$ cat src/rtl/alu_pkg.sv
// alu_pkg: shared definitions for the two-requester ALU arbiter.
//   DATA_W / OP_W : operand and op-code widths
//   OP_*          : the eight ALU operation codes
//   state_t       : arbiter FSM state encoding
package alu_pkg;

    localparam int unsigned DATA_W = 8;
    localparam int unsigned OP_W   = 3;

    localparam logic [OP_W-1:0] OP_ADD = 3'b000;
    localparam logic [OP_W-1:0] OP_SUB = 3'b001;
    localparam logic [OP_W-1:0] OP_AND = 3'b010;
    localparam logic [OP_W-1:0] OP_OR  = 3'b011;
    localparam logic [OP_W-1:0] OP_ROL = 3'b100;
    localparam logic [OP_W-1:0] OP_ROR = 3'b101;
    localparam logic [OP_W-1:0] OP_SHL = 3'b110;
    localparam logic [OP_W-1:0] OP_SHR = 3'b111;

    typedef enum logic [1:0] {
        ST_IDLE = 2'd0,
        ST_EXEC = 2'd1,
        ST_RESP = 2'd2
    } state_t;

endpackage

$ cat src/rtl/alu_arbiter_alu.sv
// alu: purely combinational 8-bit datapath.
//   a, b     : operands
//   op       : operation code (alu_pkg OP_*)
//   ctrl_in  : for shift/rotate ops, 1 selects b as the source, 0 selects a
//   result   : operation result
//   carry    : bit 8 of the 9-bit sum for add; 0 for every other op
module alu
    import alu_pkg::*;
(
    input  logic [DATA_W-1:0] a,
    input  logic [DATA_W-1:0] b,
    input  logic [OP_W-1:0]   op,
    input  logic              ctrl_in,
    output logic [DATA_W-1:0] result,
    output logic              carry
);

    logic [DATA_W-1:0] src;
    logic [DATA_W:0]   sum;

    assign src = ctrl_in ? b : a;
    assign sum = {1'b0, a} + {1'b0, b};

    always_comb begin
        result = '0;
        carry  = 1'b0;
        case (op)
            OP_ADD: begin
                result = sum[DATA_W-1:0];
                carry  = sum[DATA_W];
            end
            OP_SUB: result = a - b;
            OP_AND: result = a & b;
            OP_OR:  result = a | b;
            OP_ROL: result = {src[DATA_W-2:0], src[DATA_W-1]};
            OP_ROR: result = {src[0], src[DATA_W-1:1]};
            OP_SHL: result = {src[DATA_W-2:0], 1'b0};
            OP_SHR: result = {1'b0, src[DATA_W-1:1]};
        endcase
    end

endmodule

$ cat src/rtl/alu_arbiter.sv
// alu_arbiter: arbitrates two valid/ready requesters onto a shared ALU and
// returns one registered response per accepted request (IDLE -> EXEC -> RESP).
//   clk, rst                  : clock, asynchronous active-high reset
//   reqN_valid/ready          : request handshake (ready is combinational in IDLE)
//   reqN_a/b/op/cin           : request payload
//   rsp_valid/ready           : response handshake
//   rsp_id/data/carry         : served requester and its result
//   busy                      : FSM not in IDLE
//   done_cnt0/1               : wrapping per-requester completion counters
// Build option: define ALU_ARB_FIXED_PRIO_EN to make requester 0 win every tie
// instead of round-robin.
module alu_arbiter
    import alu_pkg::*;
#(
    parameter int unsigned CNT_W = 16
) (
    input  logic              clk,
    input  logic              rst,
    input  logic              req0_valid,
    output logic              req0_ready,
    input  logic [DATA_W-1:0] req0_a,
    input  logic [DATA_W-1:0] req0_b,
    input  logic [OP_W-1:0]   req0_op,
    input  logic              req0_cin,
    input  logic              req1_valid,
    output logic              req1_ready,
    input  logic [DATA_W-1:0] req1_a,
    input  logic [DATA_W-1:0] req1_b,
    input  logic [OP_W-1:0]   req1_op,
    input  logic              req1_cin,
    output logic              rsp_valid,
    input  logic              rsp_ready,
    output logic              rsp_id,
    output logic [DATA_W-1:0] rsp_data,
    output logic              rsp_carry,
    output logic              busy,
    output logic [CNT_W-1:0]  done_cnt0,
    output logic [CNT_W-1:0]  done_cnt1
);

    state_t            state;
    logic              last_grant;
    logic [DATA_W-1:0] cap_a;
    logic [DATA_W-1:0] cap_b;
    logic [OP_W-1:0]   cap_op;
    logic              cap_cin;
    logic              cap_id;
    logic              grant_c;
    logic              xfer_c;
    logic [DATA_W-1:0] alu_result;
    logic              alu_carry;

    // Requester selection; only meaningful when at least one valid is high.
    always_comb begin
        grant_c = 1'b0;
        if (req1_valid && !req0_valid) begin
            grant_c = 1'b1;
        end else if (req0_valid && req1_valid) begin
`ifdef ALU_ARB_FIXED_PRIO_EN
            grant_c = 1'b0;
`else
            grant_c = ~last_grant;
`endif
        end
    end

    assign req0_ready = (state == ST_IDLE) && req0_valid && !grant_c;
    assign req1_ready = (state == ST_IDLE) && req1_valid && grant_c;
    assign xfer_c     = req0_ready || req1_ready;
    assign busy       = (state != ST_IDLE);

    alu u_alu (
        .a       (cap_a),
        .b       (cap_b),
        .op      (cap_op),
        .ctrl_in (cap_cin),
        .result  (alu_result),
        .carry   (alu_carry)
    );

    // FSM, operand capture, response and completion counters.
    always_ff @(posedge clk or posedge rst) begin
        if (rst) begin
            state      <= ST_IDLE;
            last_grant <= 1'b1;
            cap_a      <= '0;
            cap_b      <= '0;
            cap_op     <= '0;
            cap_cin    <= 1'b0;
            cap_id     <= 1'b0;
            rsp_valid  <= 1'b0;
            rsp_id     <= 1'b0;
            rsp_data   <= '0;
            rsp_carry  <= 1'b0;
            done_cnt0  <= '0;
            done_cnt1  <= '0;
        end else begin
            case (state)
                ST_IDLE: begin
                    if (xfer_c) begin
                        cap_a      <= grant_c ? req1_a   : req0_a;
                        cap_b      <= grant_c ? req1_b   : req0_b;
                        cap_op     <= grant_c ? req1_op  : req0_op;
                        cap_cin    <= grant_c ? req1_cin : req0_cin;
                        cap_id     <= grant_c;
                        last_grant <= grant_c;
                        state      <= ST_EXEC;
                    end
                end
                ST_EXEC: begin
                    rsp_data  <= alu_result;
                    rsp_carry <= alu_carry;
                    rsp_id    <= cap_id;
                    rsp_valid <= 1'b1;
                    state     <= ST_RESP;
                end
                ST_RESP: begin
                    if (rsp_ready) begin
                        rsp_valid <= 1'b0;
                        state     <= ST_IDLE;
                        if (rsp_id) begin
                            done_cnt1 <= done_cnt1 + CNT_W'(1);
                        end else begin
                            done_cnt0 <= done_cnt0 + CNT_W'(1);
                        end
                    end
                end
                default: state <= ST_IDLE;
            endcase
        end
    end

endmodule

$ cat config.mk
export PLATFORM = sky130hd
export DESIGN_NAME = alu_arbiter
export DESIGN_NICKNAME = d
export VERILOG_FILES = /design/src/rtl/alu_pkg.sv /design/src/rtl/alu_arbiter_alu.sv /design/src/rtl/alu_arbiter.sv
export SDC_FILE = /design/constraint.sdc
export NUM_CORES = 1
export LEC_CHECK = 0
export CAP_MARGIN = 20
export CORE_UTILIZATION = 45
export DETAILED_ROUTE_END_ITERATION = 6
export PLACE_DENSITY = 0.71
export SLEW_MARGIN = 20
export SYNTH_ARGS = -nofsm -noshare
export SYNTH_HDL_FRONTEND = slang
export SYNTH_SLANG_ARGS = --single-unit
$ cat constraint.sdc
create_clock -name clk -period 3.3 [get_ports clk]
set_input_delay 0.66 -clock clk [delete_from_list [all_inputs] [get_ports clk]]
set_output_delay 0.66 -clock clk [all_outputs]
set_load 0.02 [all_outputs]
After elaboration in Yosys (flattened, before gate mapping)
Index checks and enable logic that the tools add are counted.
- multiplexer cells: 14
- shift-type cells: 0
- equal/unequal tests: 11
- multipliers: 0
- reduce and logical (&&, ||, !) cells: 18
- divide/modulo/power cells: 0
- $lt $le $gt $ge: 0
- bitwise gates (word level): 4
- $add $sub $neg: 4
- operators by type and width (operator ; number):
    8-bit case mux with 8 select lines ; 1
    16-bit by 1-bit adder with 16-bit output, second input constant ; 2
    8-bit 2-to-1 mux ; 3
    3-bit == test, second input constant ; 4
    8-bit by 8-bit adder with 9-bit output ; 1
    8-bit AND ; 1
    8-bit bitwise OR ; 1
    8-bit subtractor ; 1
    3-bit by 2-bit == test with 1-bit output, second input constant ; 2
    1-bit logical AND ; 6
    2-bit case mux with 3 select lines ; 1
    2-bit AND reduction ; 3
    3-bit AND reduction ; 2
    1-bit 2-to-1 mux ; 5
    2-bit 2-to-1 mux ; 2
    2-bit inequality test, second input constant ; 2
    2-bit nonzero test ; 2
    3-bit by 1-bit == test with 1-bit output, second input constant ; 1
    3-bit logical NOT ; 1
    3-bit 2-to-1 mux ; 1
    2-bit by 1-bit == test with 1-bit output, second input constant ; 1
    2-bit == test, second input constant ; 1
    1-bit logical NOT ; 2
    2-bit logical NOT ; 1
    other kinds (3) ; 4
- memory bits (read-only): 0
- register bits after elaboration: 67
- memories: 0
- bits in latches: 0
- bits of input ports: 45
- RAM bits: 0
- logic and storage cells: 64

Logic depth before layout (Yosys ltp)
- word-level depth: 8
- gate-level depth with buffers: 8
- gate-level depth less buffers: 8

Cells and area by module
A second synthesis with hierarchy kept.
- cell total of the unflattened synthesis: 428
- area, all modules: 4191.5 um^2
- modules (own cells, without submodules) (module ; area an instance (um^2) ; instances ; cells each ; sequential area each (um^2)):
    alu_arbiter ; 2966.6 ; 1 ; 255 ; 1677.9
    alu ; 1224.9 ; 1 ; 173 ; 0.0

Least setup slack after synthesis
OpenSTA, ideal clock, no wires.
- path kind: reg-to-reg
- from: register cap_a[0]
- to: register rsp_data[6]
- data required time: 3213 ps
- cell stages (with the launch flop): 9
- data arrival time: 2009 ps
- setup slack: 1205 ps
- cell sequence: dfrtp_1 -> inv_1 -> ha_1 -> fa_1 -> nor3_1 -> nor3_1 -> o31ai_1 -> mux2_2 -> a211oi_2
- cells in the longest elaborated chain, start to end: 2
- RTL lines (what ; line ; RTL):
    from (decl) ; alu_arbiter.sv:43 ; logic [DATA_W-1:0] cap_a;
    from (signal assigned) ; alu_arbiter.sv:101 ; cap_a <= grant_c ? req1_a : req0_a;
    8-bit subtractor or 8-bit by 8-bit adder with 9-bit output (tied branches) ; alu_arbiter_alu.sv:32, alu_arbiter_alu.sv:22 ;
    8-bit case mux with 8 select lines * ; alu_arbiter_alu.sv:27 ; case (op)
    to (signal assigned) ; alu_arbiter.sv:111 ; rsp_data <= alu_result;
    to (decl) ; alu_arbiter.sv:34 ; output logic [DATA_W-1:0] rsp_data,
Mark *: on every way between the ends. The rest lies on a longest branch, timed or not.
A chain may end at the register's enable or synchronous reset.

Final worst setup path
- from: input port req1_valid
- to: output port req1_ready
- cells in the longest elaborated chain, start to end: 4
- RTL lines (what ; line ; RTL):
    from (decl) ; alu_arbiter.sv:25 ; input logic req1_valid,
    1-bit logical AND ; alu_arbiter.sv:58 ; end else if (req0_valid && req1_valid) begin
    1-bit 2-to-1 mux ; alu_arbiter.sv:58 ;
    1-bit 2-to-1 mux ; alu_arbiter.sv:56 ; if (req1_valid && !req0_valid) begin
    1-bit logical AND * ; alu_arbiter.sv:68 ; assign req1_ready = (state == ST_IDLE) && req1_valid && grant_c;
    to (decl) ; alu_arbiter.sv:26 ; output logic req1_ready,
Marked as above.

==> reports/qor.csv <==
metric,value,unit
status,completed,
pin count of the biggest net entering global routing,44,
Pleak,2.35,nW
fin nets,595,
CP Launch Type,primary input,
area occupied by multi-input gates,2320,um2
Setup Skew,0.00823,ns
Post-synth EDFFs,0,
Seq pwr share,32.7,%
DR pass1 iterations,6,
# hold bufs at CTS,0,
RSZ-0062 raised after global routing,false,
vias,3406,
Sw Share,44.5,%
Filler cells,779,
Clock transition at path regs,0.07,ns
most frequent cells in the layout,"clkdlybuf4s50_1, dfrtp_1, nand2_1",
endpoints failing hold,0,
ranking of synthesized cells by area,"dfrtp_1, ha_1, mux2i_1",
Seq cells post-synth,67,
HP Class,reg2reg,
"Seq/Total Area, Yosys",39.8,%
layout cells sized above 1,7.39,%
share of total power in the clock network,13.8,%
H-tree depth reported by CTS,3,
Top Ports,91,
DP Area,5190,um2
"Setup violations, final",0,
Non-Filler Instances,636,
Area Growth Syn to Fin,27.6,%
total track usage,21.1,%
"most common cell after layout, fill and taps aside",clkdlybuf4s50_1,
first-pass GRT wire length,16.2,mm
CP Data Required Time,2.64,ns
CTS buffer count,9,
core region area,8890,um2
CTS Sinks,67,
CP max-delay cell,clkdlybuf4s50_1,
CTS tree,built,
CP max FO,3,
Iter 0 DRT Violations,188,
Cell variety after synth,57,
fin util,60.5,%
design area,5380,um2
Max-cap violations,0,
Total Negative Setup Slacks,0,ns
Yosys top cell area share,39.2,%
sequential cell area,1680,um2
headroom to the max-slew limit,29.8,%
Slew Limit Fails,0,
Pwr Density,865,nW/um2
period utilisation layout,85.4,%
part of the power in combinational logic,53.5,%
final wirelength,9.40,mm
peak supply drop,489,uV
initial antenna violation count,0,
Routed Antenna Nets,0,
die area,9760,um2
largest area contributor in the netlist,dfrtp_1,
post-CTS sizing,0,
"Avg Cell Area, Syn",9.62,um2
GPL Wtd Cong,0.814,
flop2flop setup slack,0.97,ns
Slew @ Worst Pin,1.05,ns
ys async rst share,100,%
postcts setup bufs,0,
vias in the first global route,3286,
Hold Crit Depth,1,
Die W,98.8,um
die height,98.8,um
IO buf count,90,
post-synthesis cell count,438,
CP peak stage delay,0.62,ns
Yosys warning count,0,
Worst R2R Path Depth,8,
DRC,0,
mapped cell area,4210,um2
DP HPWL,7.07,mm
syn_nets,510,
P_sw,0.00207,W
Worst path depth,4,
Initial Utilization,47.4,%
upper clock frequency limit,355,MHz
global route overflow,0,
FP Rows,34,
WP data arrival,2.16,ns
CP cell instances,"clkdlybuf4s50_1, a21boi_2, and2_1, clkdlybuf4s50_1",
ys flop type,dfrtp_1,
Cells after DPL,620,
cell mode on critical path,clkdlybuf4s50_1,
Setup Crit Path Kind,in2out,
WL/cell,14.8,um
antenna cells,0,
Clock Tree Buf Depth,2,
Vias per Instance,5.36,
Pint,0.00258,W
worst skew pair latency,0.35,ns
WP buf/inv,2,
clk root buf,clkbuf_8,
Final min period,2.82,ns
Crit. End Element,output port,
"CP delay by family, top",buffers and inverters,
-- sequential cells by signal, indices dropped and copies added (netlist names) --
| register | flops |
|---|---|
| cap_a | 8 |
| cap_b | 8 |
| cap_cin | 1 |
| cap_id | 1 |
| cap_op | 3 |
| done_cnt0 | 16 |
| done_cnt1 | 16 |
| last_grant | 1 |
| rsp_carry | 1 |
| rsp_data | 8 |
| rsp_id | 1 |
| rsp_valid | 1 |
| state | 2 |
-- stage by stage --
stage               hold WS [ns]  total power (W)  setup WS (ns)
floorplan                  0.439          0.00329          0.958
CTS                        0.474          0.00468          0.474
global route               0.508          0.00506          0.406
finish                     0.470          0.00465          0.481
detailed placement         0.464          0.00402          0.479
global placement           0.460          0.00394          0.527
-- power groups by stage --
stage / Sequential, W / Combinational [W] / Clock (W)
4_1_cts: 0.00152 / 0.00250 / 0.000655
5_1_grt: 0.00159 / 0.00278 / 0.000691
2_1_floorplan: 0.00144 / 0.00185 / 0
3_5_place_dp: 0.00154 / 0.00248 / 0
6_report: 0.00152 / 0.00249 / 0.000643
3_3_place_gp: 0.00153 / 0.00242 / 0
-- routing by layer --
layer  up-vias  GRT usage (%)  part of all wire, %
li1       1693              -                    -
met1      1618           30.4                   48
met2        85           31.8                   46
met3        10           4.33                  4.6
met4         0           6.89                  1.3
met5         -              0                    0
-- layout make-up --
| cell class | count | share of cell area, % |
|---|---|---|
| Multi-Input combinational cell | 321 | 43.2 |
| Timing Repair Buffer | 94 | 17.5 |
| Clock buffer | 11 | 2.81 |
| Tap cell | 108 | 2.51 |
| Clock inverter | 5 | 0.651 |
| Inverter | 30 | 2.09 |
| Sequential cell | 67 | 31.2 |
-- worst paths after layout --
kind | from | endpoint
max | req1_valid | req1_ready
min | done_cnt1[15]$_DFFE_PP0P_ | done_cnt1[15]$_DFFE_PP0P_
max reg2reg | cap_a[0]$_DFFE_PP0P_ | rsp_data[6]$_DFFE_PP0P_
min reg2reg | done_cnt1[15]$_DFFE_PP0P_ | done_cnt1[15]$_DFFE_PP0P_
max in group asynchronous | rst | last_grant$_DFFE_PP1P_
min in group asynchronous | rst | rsp_data[5]$_DFFE_PP0P_
-- cell families (layout without fill, tap and decap cells) --
| family | count (synthesis) | in the layout | share of synthesized area (%) |
|---|---|---|---|
| adder cells (fa/ha/maj) | 27 | 27 | 8.37 |
| buffers and inverters | 50 | 140 | 5.23 |
| multiplexers | 37 | 37 | 10.7 |
| flip-flops | 67 | 67 | 39.8 |
| AND/OR/NAND/NOR | 139 | 139 | 16.2 |
| XOR/XNOR | 36 | 36 | 7.48 |
| AO/OA/AOI/OAI | 82 | 82 | 12.2 |
-- synthesized netlist by cell type, types with 6 or more instances --
cell type and count:
a21oi_1 13, buf_2 8, clkbuf_1 8, dfrtp_1 66, ha_1 25, inv_1 30, mux2i_1 27, mux4_2 6
nand2_1 55, nand2b_1 8, nand3_1 12, nand4_1 8, nor2_1 22, nor3_1 9, o211ai_1 6, o21ai_0 33
xnor2_1 25, xor2_1 11
Note: power is estimated with default switching activity, not from simulation.
==> RTL change, RTL diff (config.mk and constraints unchanged) <==
Re-encode `state_t` (3 states) as one-hot, 3 bits wide.
--- a/src/rtl/alu_pkg.sv
+++ b/src/rtl/alu_pkg.sv
@@ -16,10 +16,10 @@
     localparam logic [OP_W-1:0] OP_SHL = 3'b110;
     localparam logic [OP_W-1:0] OP_SHR = 3'b111;
 
-    typedef enum logic [1:0] {
-        ST_IDLE = 2'd0,
-        ST_EXEC = 2'd1,
-        ST_RESP = 2'd2
+    typedef enum logic [2:0] {
+        ST_IDLE = 3'b001,
+        ST_EXEC = 3'b010,
+        ST_RESP = 3'b100
     } state_t;
 
 endpackage
Check against the original RTL: no difference found for any inputs over 10 cycles, from zero or initial values and one cycle with rst high; not proved beyond that.
==> RTL change against the original RTL <==
Worst setup slack got worse by 0.10 ns; critical path depth did not move; register-to-register slack got worse by 0.09 ns; clock power rose by 42%; sequential cell count rose by 1; cell area rose by 2.2%; clock skew rose by 0.0045 ns; area after synthesis rose by 0.30%; combinational power fell by 2%; synthesized cell count rose by 1.8%; wire length fell by 0.23%; total power rose by 3.0%; largest cell class unchanged.
==> RTL change: results (changes against the original RTL) <==
- Wl on met1: 4.53 mm (was 4.52 mm)
- Layout Skew: 0.0127 ns (was 0.00823 ns)
- Leak: 2.50 nW (was 2.35 nW)
- Share of post-route cells with drive strength above 1: 7.39% (about the same)
- Crit path max fanout: 5 (was 3)
- Port Buffers: 90 (unchanged)
- Hpwl dp: 7.13 mm (was 7.07 mm)
- Vias in the first global route: 3384 (was 3286)
- WL met3: 435 um (was 431 um)
- Critical path arrival: 2.26 ns (was 2.16 ns)
- Worst-margin pin slew: 0.882 ns (was 1.05 ns)
- Number of nets in the layout: 609 (was 595)
- Initial drt markers: 155 (was 188)
- Clk slew on worst S/H paths: 0.07 ns (about the same)
- Hold Crit Endpoint: done_cnt0[15] (was done_cnt1[15])
- Avg WL per Cell: 14.4 um (was 14.8 um)
- Hold_sp: done_cnt0[15] (was done_cnt1[15])
- Netlist cell types: 49 (was 57)
- Status: finished, final reports clean (unchanged)
- P_int: 2.78 mW (was 2.58 mW)
- Routability cong.: 0.936 (was 0.814)
- # H-tree levels: 3 (unchanged)
- Drt first pass iters: 4 (was 6)
- Met2 wire len: 4.34 mm (was 4.32 mm)
- Worst R2R Setup Slack: 0.88 ns (was 0.97 ns)
- Via Count: 3426 (was 3406)
- # fillers: 794 (was 779)
- First-pass GRT wire length: 16.1 mm (was 16.2 mm)
- Reg2Reg Depth: 9 (was 8)
- Seq/Total Area, Yosys: 40.3% (was 39.8%)
- Largest net degree at the start of global routing: 43 (was 44)
- Synth top cells by count: 66 x dfrtp_1, 50 x nor2_1, 39 x a21oi_1 (was 66 x dfrtp_1, 55 x nand2_1, 33 x o21ai_0)
- TritonCTS Buffers: 9 (unchanged)
- DP Area: 5240 um2 (was 5190 um2)
- Synth Net Count: 518 (was 510)
- Dominant cells by area after synthesis: dfrtp_1 39%, ha_1 7.4%, mux2i_1 6.2% (was dfrtp_1 39%, ha_1 7.4%, mux2i_1 6.4%)
- Global Route Usage Sum: 20.7% (was 21.1%)
- Synth top area share: 39.1% (was 39.2%)
RTL change: cell count changes after synthesis, sizes merged, moves of 4 or more:
cell	change
a21oi	+26
a31oi	+4
nand2	-25
o21ai	-14
xor2	+6
nor2	+29
o211ai	-4
and3	+4
nand4	-4
xnor2	-8
nand2b	-4
RTL change: worst max path at each step:
stage,end,from,slack (ns),cells after the start
6_report,req1_ready,state[0],0.38,4
5_1_grt,req0_ready,state[0],0.21,5
4_1_cts,req1_ready,state[0],0.36,4
3_3_place_gp,req1_ready,req1_valid,0.55,4
2_1_floorplan,cap_a[0],rst,0.93,1
3_5_place_dp,req1_ready,req1_valid,0.52,4
RTL change: layout make-up:
type	instances	area [um2]	area share (%)
Multi-Input combinational cell	328	2330	42.4
Clock buffer	9	124	2.25
Tap cell	108	135	2.46
Sequential cell	68	1700	31.0
Timing Repair Buffer	95	938	17.1
Clock inverter	6	136	2.48
Inverter	35	131	2.39
RTL change: per-layer routing:
layer	up-vias	track usage, %
li1	1717	-
met1	1611	29.9
met2	92	30.8
met3	6	4.11
met4	0	7.35
met5	-	0
RTL change: per-stage QoR:
step                      worst slack [ns]  instances
after floorplan                      0.932        446
after global placement               0.553        634
after detailed placement             0.517        634
after CTS                            0.361        649
after global routing                 0.212        649
final                                0.377        649
RTL change: kinds of logic (layout without fill, tap and decap cells):
family / count (synthesis) / after routing / share of synthesized area [%]
multiplexers: 36 / 36 / 10.2
XOR/XNOR: 34 / 34 / 7.05
flip-flops: 68 / 68 / 40.3
buffers and inverters: 50 / 145 / 4.68
AO/OA/AOI/OAI: 91 / 91 / 12.7
AND/OR/NAND/NOR: 140 / 140 / 16.8
adder cells (fa/ha/maj): 27 / 27 / 8.35
RTL change: critical path, delay by kind of cell, from the launching register on:
kind	cells	cell delay (ns)
and+or+nand+nor	2	0.68
buffers and inverters	2	0.68
DFF	1	0.56
RTL change: power groups by stage:
stage	clock network (mW)	logic [mW]	registers [mW]
2_1_floorplan	0	1.79	1.38
3_3_place_gp	0	2.37	1.44
3_5_place_dp	0	2.41	1.45
4_1_cts	0.923	2.43	1.44
5_1_grt	0.962	2.73	1.50
6_report	0.911	2.44	1.44
